$ cat config.mk
export PLATFORM = sky130hd
export DESIGN_NAME = universal_shift_reg
export DESIGN_NICKNAME = d
export VERILOG_FILES = /design/src/rtl/usr_pkg.sv /design/src/rtl/shift_core.sv /design/src/rtl/universal_shift_reg.sv
export SDC_FILE = /design/constraint.sdc
export NUM_CORES = 1
export LEC_CHECK = 0
export CAP_MARGIN = 30
export CELL_PAD_IN_SITES_DETAIL_PLACEMENT = 0
export CELL_PAD_IN_SITES_GLOBAL_PLACEMENT = 1
export CORE_AREA = 2 2 55 57
export DETAILED_ROUTE_END_ITERATION = 8
export DIE_AREA = 0 0 57 59
export GPL_ROUTABILITY_DRIVEN = 0
export PLACE_DENSITY_LB_ADDON = 0.1
export RECOVER_POWER = 50
export SETUP_SLACK_MARGIN = 0.1
export SLEW_MARGIN = 10
export SYNTH_ARGS = -nofsm -noshare
export SYNTH_HDL_FRONTEND = slang
export SYNTH_SLANG_ARGS = --single-unit
$ cat constraint.sdc
create_clock -name i_clk -period 3.9 [get_ports i_clk]
set_input_delay 1.17 -clock i_clk [delete_from_list [all_inputs] [get_ports i_clk]]
set_output_delay 1.17 -clock i_clk [all_outputs]
set_load 0.005 [all_outputs]
$ cat src/rtl/usr_pkg.sv
// Shared types for the universal shift register: controller states, datapath ops
// and direction encoding.
package usr_pkg;

  typedef enum logic [1:0] {
    IDLE  = 2'd0,
    SHIFT = 2'd1,
    DONE  = 2'd2
  } usr_state_e;

  typedef enum logic [1:0] {
    OP_HOLD  = 2'd0,
    OP_LOAD  = 2'd1,
    OP_SHIFT = 2'd2
  } core_op_e;

  localparam logic DIR_LEFT  = 1'b0;
  localparam logic DIR_RIGHT = 1'b1;

endpackage

$ cat src/rtl/shift_core.sv
// WIDTH-bit datapath of the universal shift register: hold, parallel load,
// and one-position left/right shift with optional circular fill.
module shift_core
  import usr_pkg::*;
#(
  parameter int WIDTH = 8
) (
  input  logic             i_clk,
  input  logic             i_clear,
  input  core_op_e         i_op,
  input  logic [WIDTH-1:0] i_par_in,
  input  logic             i_dir,
  input  logic             i_rotate,
  input  logic             i_serial_r,
  input  logic             i_serial_l,
  output logic [WIDTH-1:0] o_q
);

  logic [WIDTH-1:0] r_q;
  logic [WIDTH-1:0] w_next;
  logic             w_fill_msb;
  logic             w_fill_lsb;

  // When rotating, the bit leaving one end replaces the serial input at the other.
  always_comb begin
    w_fill_msb = i_rotate ? r_q[0]       : i_serial_r;
    w_fill_lsb = i_rotate ? r_q[WIDTH-1] : i_serial_l;
    w_next     = r_q;
    case (i_op)
      OP_LOAD: w_next = i_par_in;
      OP_SHIFT: begin
        if (i_dir == DIR_RIGHT) begin
          w_next = {w_fill_msb, r_q[WIDTH-1:1]};
        end else begin
          w_next = {r_q[WIDTH-2:0], w_fill_lsb};
        end
      end
      default: w_next = r_q;
    endcase
  end

  always_ff @(posedge i_clk or posedge i_clear) begin
    if (i_clear) begin
      r_q <= '0;
    end else begin
      r_q <= w_next;
    end
  end

  assign o_q = r_q;

endmodule

$ cat src/rtl/universal_shift_reg.sv
// Universal shift register: parallel load plus counted left/right shift bursts.
// Define USR_ROTATE_EN to honour the rotate request; otherwise rotate is ignored.
module universal_shift_reg
  import usr_pkg::*;
#(
  parameter  int WIDTH = 8,
  localparam int CNT_W = $clog2(WIDTH + 1)
) (
  input  logic             i_clk,
  input  logic             i_clear,
  input  logic             i_load,
  input  logic [WIDTH-1:0] i_par_in,
  input  logic             i_start,
  input  logic             i_dir,
  input  logic [CNT_W-1:0] i_len,
  input  logic             i_serial_r,
  input  logic             i_serial_l,
  input  logic             i_rotate,
  output logic [WIDTH-1:0] o_q,
  output logic             o_out,
  output logic             o_busy,
  output logic             o_done
);

`ifdef USR_ROTATE_EN
  localparam logic ROTATE_EN = 1'b1;
`else
  localparam logic ROTATE_EN = 1'b0;
`endif

  usr_state_e       r_state;
  logic             r_dir;
  logic             r_rotate;
  logic [CNT_W-1:0] r_count;
  core_op_e         w_op;
  logic             w_rotate_req;
  logic [WIDTH-1:0] w_q;

  // With the feature disabled the latched rotate flag is forced to zero.
  assign w_rotate_req = i_rotate & ROTATE_EN;

  always_ff @(posedge i_clk or posedge i_clear) begin
    if (i_clear) begin
      r_state  <= IDLE;
      r_dir    <= DIR_LEFT;
      r_rotate <= 1'b0;
      r_count  <= '0;
    end else begin
      case (r_state)
        IDLE: begin
          if (!i_load && i_start) begin
            r_dir    <= i_dir;
            r_rotate <= w_rotate_req;
            r_count  <= i_len;
            r_state  <= (i_len != '0) ? SHIFT : DONE;
          end
        end
        SHIFT: begin
          r_count <= r_count - CNT_W'(1);
          if (r_count == CNT_W'(1)) begin
            r_state <= DONE;
          end
        end
        DONE:    r_state <= IDLE;
        default: r_state <= IDLE;
      endcase
    end
  end

  // Load only counts in IDLE; requests during a burst or its DONE cycle are dropped.
  always_comb begin
    w_op = OP_HOLD;
    if (r_state == IDLE && i_load) begin
      w_op = OP_LOAD;
    end else if (r_state == SHIFT) begin
      w_op = OP_SHIFT;
    end
  end

  shift_core #(
    .WIDTH (WIDTH)
  ) u_core (
    .i_clk      (i_clk),
    .i_clear    (i_clear),
    .i_op       (w_op),
    .i_par_in   (i_par_in),
    .i_dir      (r_dir),
    .i_rotate   (r_rotate),
    .i_serial_r (i_serial_r),
    .i_serial_l (i_serial_l),
    .o_q        (w_q)
  );

  assign o_q    = w_q;
  assign o_out  = (r_dir == DIR_RIGHT) ? w_q[0] : w_q[WIDTH-1];
  assign o_busy = (r_state == SHIFT);
  assign o_done = (r_state == DONE);

endmodule

# After elaboration in Yosys (flattened, before gate mapping)
# Index checks and enable logic that the tools add are counted.
# totals
ff_bits,15
latchBits,0
ram_bits,0
rom_bits,0
in_bits,20
out_inout_bits,11
elab_cells,33
n_memories,0
# classes
n_addsub,1
mul,0
n_div,0
n_lt_le_gt_ge,0
eq_ne,7
shifts,0
n_mux,11
bitwise,0
reduce_logical,10
# ops
cell,n
8-bit one-hot mux with 2 select lines,1
2-bit 2-to-1 mux,5
8-bit 2-to-1 mux,1
4-bit one-hot mux with 2 select lines,1
2-bit AND reduction,3
"2-bit by 1-bit equality test with 1-bit output, second input constant",2
"2-bit equality test, second input constant",2
"4-bit by 1-bit equality test with 1-bit output, second input constant",1
4-bit 2-to-1 mux,1
2-bit one-hot mux with 2 select lines,1
2-bit nonzero test,2
4-bit nonzero test,1
"4-bit by 1-bit subtractor with 4-bit output, second input constant",1
1-bit logical AND,2
2-bit zero test,1
"2-bit by 1-bit inequality test with 1-bit output, second input constant",1
"2-bit inequality test, second input constant",1
1-bit zero test,1
1-bit 2-to-1 mux,1

# Longest topological paths before layout
# logic_depth
depth_word,5
ltp_mapped,5
depth_no_buf,5

# By module
# Synthesis repeated with hierarchy kept, for this count alone.
# unflattened
cells_unflattened,100
hier_area_um2,972.2
# by_module_without_submodules
mod,instances,cells_per_inst,area_each_um2,seq_area_each_um2
shift_core,1,50,511.7,200.2
universal_shift_reg,1,50,460.4,175.2

# Least setup slack after synthesis
# Ideal clock, no wire load.
# synth_path
kind,reg-to-output
from,register r_dir
to,output port o_out
arrival_time_ps,888
required_time_ps,2730
setup_slack_ps,1842
path_stages_with_launch,3
n_path_buf,1
path_cell_list,dfrtp_1 -> buf_2 -> mux2_2
# synth_between
elab_chain_len,1
# synth_rtl
item,line,source
start: declaration,universal_shift_reg.sv:32,logic r_dir;
start signal: assignment,universal_shift_reg.sv:52,r_dir <= i_dir;
1-bit 2-to-1 mux,universal_shift_reg.sv:95,assign o_out = (r_dir == DIR_RIGHT) ? w_q[0] : w_q[WIDTH-1];
end: declaration,universal_shift_reg.sv:20,"output logic o_out,"
# Every way passes these cells.

# Worst setup path in the final report
# layout_path
from,register r_state[1]
to,output port o_busy
# layout_between
elab_chain_len,1
# layout_rtl
item,line,source
start: declaration,universal_shift_reg.sv:31,usr_state_e r_state;
start signal: assignment,universal_shift_reg.sv:55,r_state <= (i_len != '0) ? SHIFT : DONE;
2-bit by 1-bit equality test with 1-bit output,universal_shift_reg.sv:96,assign o_busy = (r_state == SHIFT);
end: declaration,universal_shift_reg.sv:21,"output logic o_busy,"
# Every way passes these cells.

==> results.py <==
metrics = {
    "synth": {
        "netlist_instances": 99,
        "synth_seq_cells": 15,
        "yosysWarnings": 0,
        "synth_area_sq_um": 888,
        "syn_avg_cell_area_sq_um": 8.97,
        "netlist-cell-type-count": 26,
        "syn_nets": 121,
        "synth_seq_area_share": 0.423,
    },
    "sta": {
        "hold_violations": 0,
        "worst_pin_slew_ps": 604,
        "fmax_mhz": 337,
        "maxSlewHeadroom": 0.597,
        "finalCritPeriodShare": 0.761,
        "rsz0062_at_grt": "false",
        "skew_ps": 7.19,
        "finalSetupTns_ps": 0,
        "fin_hold_ws_ps": 530,
        "setup_viol": 0,
        "slew_violations": 0,
        "fin_ws_ps": 932,
        "fin_crit_ps": 2970,
    },
    "floorplan": {
        "dieArea_sq_um": 3360,
        "ios": 31,
        "initial_core_util": 0.328,
        "core_sq_um": 2710,
        "rows": 19,
        "die_y_microns": 59,
        "chipWidth_microns": 57,
    },
    "pwr": {
        "comb_power_share": 0.524,
        "switching_share": 0.406,
        "p_leak_nw": 0.523,
        "power.density_nw_per_um2": 773,
        "p_int_mw": 0.560,
        "power_mw": 0.942,
        "pwr-share-clk": 0.094,
        "power.switching_mw": 0.383,
        "seq_power_share": 0.382,
        "vdd_drop_max_uv": 324,
    },
    "clock_network": {
        "hold_buffers": 0,
        "cts_tree": "built",
        "clockRootBuffer": "clkbuf_4",
        "clkTransAtPathRegs_ps": 90,
        "clock_latency_ps": 280,
        "cts_buffer_depth": 2,
        "cts_setup_buffers": 0,
        "cts_inserted_buffers": 3,
        "cts_sinks": 15,
        "cts.htree.levels": 1,
        "ctsResizeCount": 0,
    },
    "worst_hold_path": {
        "hp-start": "r_count[0]",
        "hp-class": "reg2reg",
    },
    "setup_path": {
        "endpoint_kind": "primary output",
        "cp_slowest_cell": "dfrtp_1",
        "startpoint": "r_state[1]",
        "r2r_start": "r_state[0]",
        "worstPathRequired_ps": 2730,
        "critPathMaxStageDelay_ps": 550,
        "critPathKind": "reg2out",
        "path_buf_inv": 2,
        "reg2reg_slack_ps": 2400,
        "cp_cell_sequence": "nand2b_2, inv_1, clkdlybuf4s50_1",
        "worstSetupStartpointType": "flip-flop",
        "critPathTopFamily": "buffers and inverters",
        "arrival_ps": 1800,
        "critPathMaxFanout": 16,
    },
    "grt": {
        "antenna_found_initial": 0,
        "grt-ovfl-total": 0,
        "grt.total_usage": 0.140,
        "grt_max_degree": 17,
        "grt_pass1_wl_mm": 3.67,
        "grt_pass1_vias": 819,
    },
    "drt": {
        "drc_errors": 0,
        "drt_pass1_iterations": 4,
        "wire_per_inst_microns": 13.6,
        "ant_nets": 0,
        "vias": 818,
        "finalWirelength_mm": 2.16,
        "first_iter_violations": 22,
        "viasPerCell": 5.14,
    },
    "place": {
        "hpwl_mm": 1.63,
        "place_ws_ps": 1220,
        "io_buffers": 29,
        "post-place-cells": 155,
    },
    "finish": {
        "finalNonFillerCells": 159,
        "most-common-layout-cells": "clkdlybuf4s50_1, nor2_1, dfrtp_1",
        "layout-drive-gt1-share": 0.0781,
        "nNetsFinal": 151,
        "final_common_cell": "clkdlybuf4s50_1",
        "area_growth_pct": 37.2,
        "n_antenna_cell": 0,
    },
    "flow_run": {
        "drv_cap": 0,
    },
    "status": {
        "status": "finished, final reports clean",
    },
}
power by group through the flow:
stage,Combinational (mW),Clock (mW),Sequential (mW)
2_1_floorplan,0.364,0,0.303
3_3_place_gp,0.504,0,0.366
3_5_place_dp,0.508,0,0.368
4_1_cts,0.509,0.0956,0.364
5_1_grt,0.546,0.104,0.382
6_report,0.494,0.0882,0.360
sequential cells by signal, indices dropped and copies added (netlist names):
| name | cells |
|---|---|
| r_dir | 1 |
| r_count | 4 |
| r_state | 2 |
| u_core.o_q | 8 |
cell usage after synthesis:
cell type  instances  area, sq um
inv_2              1         3.75
a21o_1             1         7.51
mux2i_1            8         80.1
a21o_4             1         15.0
nor2b_1            2         12.5
mux2_2             2         22.5
ha_1               2         25.0
buf_2              2         10.0
inv_1              5         18.8
o21ai_2            1         8.76
a31oi_1            2         12.5
o22a_1             4         35.0
nand2b_1           1         6.26
or2_2              1         6.26
nor3_1             4         20.0
nand2_1            6         22.5
o21ai_0            7         35.0
nor2_1            15         56.3
a211oi_1           1         7.51
nand2b_2           1         8.76
nor4_1             1         6.26
clkbuf_1           2         7.51
nor3b_1            2         15.0
mux2_4             1         15.0
a21oi_1           11         55.1
dfrtp_1           15          375
routing by layer:
layer / part of all wire / track usage
met4: 0.0083 / 0.0598
met5: 0 / 0
met3: 0.048 / 0.0240
met1: 0.43 / 0.166
met2: 0.51 / 0.251
kinds of logic (layout without fill, tap and decap cells):
family,count (synthesis),in the layout,synth area share
buffers and inverters,10,39,0.0451
multiplexers,11,11,0.132
AND/OR/NAND/NOR,33,33,0.173
adder cells (fa/ha/maj),2,2,0.0282
AO/OA/AOI/OAI,28,28,0.199
flip-flops,15,15,0.423
worst reg2reg max path, stage by stage (launching register included):
cell     delay, ps
dfrtp_1        630
inv_2          150
a21o_1         270
mux2_4         330
o21ai_2         50
metrics by stage:
| stage | cell area [sq um] | util |
|---|---|---|
| floorplan | 888 | - |
| global placement | 1200 | 0.443 |
| detailed placement | 1200 | 0.443 |
| CTS | 1230 | 0.452 |
| global route | 1220 | 0.450 |
| finish | 1220 | 0.450 |
worst paths after layout:
kind / to / cells past startpoint
setup reg to reg: r_count[0] / 4
min in group asynchronous: u_core.o_q[3] / 2
hold / removal: r_count[0] / 1
hold reg to reg: r_count[0] / 1
setup / recovery: o_busy / 3
max in group asynchronous: r_count[0] / 2
area by class of cell:
cell class	count	area, sq um
timing repair buffer	29	290
clock buffer	4	26.3
fill	286	1490
sequential	15	375
multi-input combinational	74	465
inverter	6	22.5
tap	31	38.8
Power figures use the tool's default switching activity.
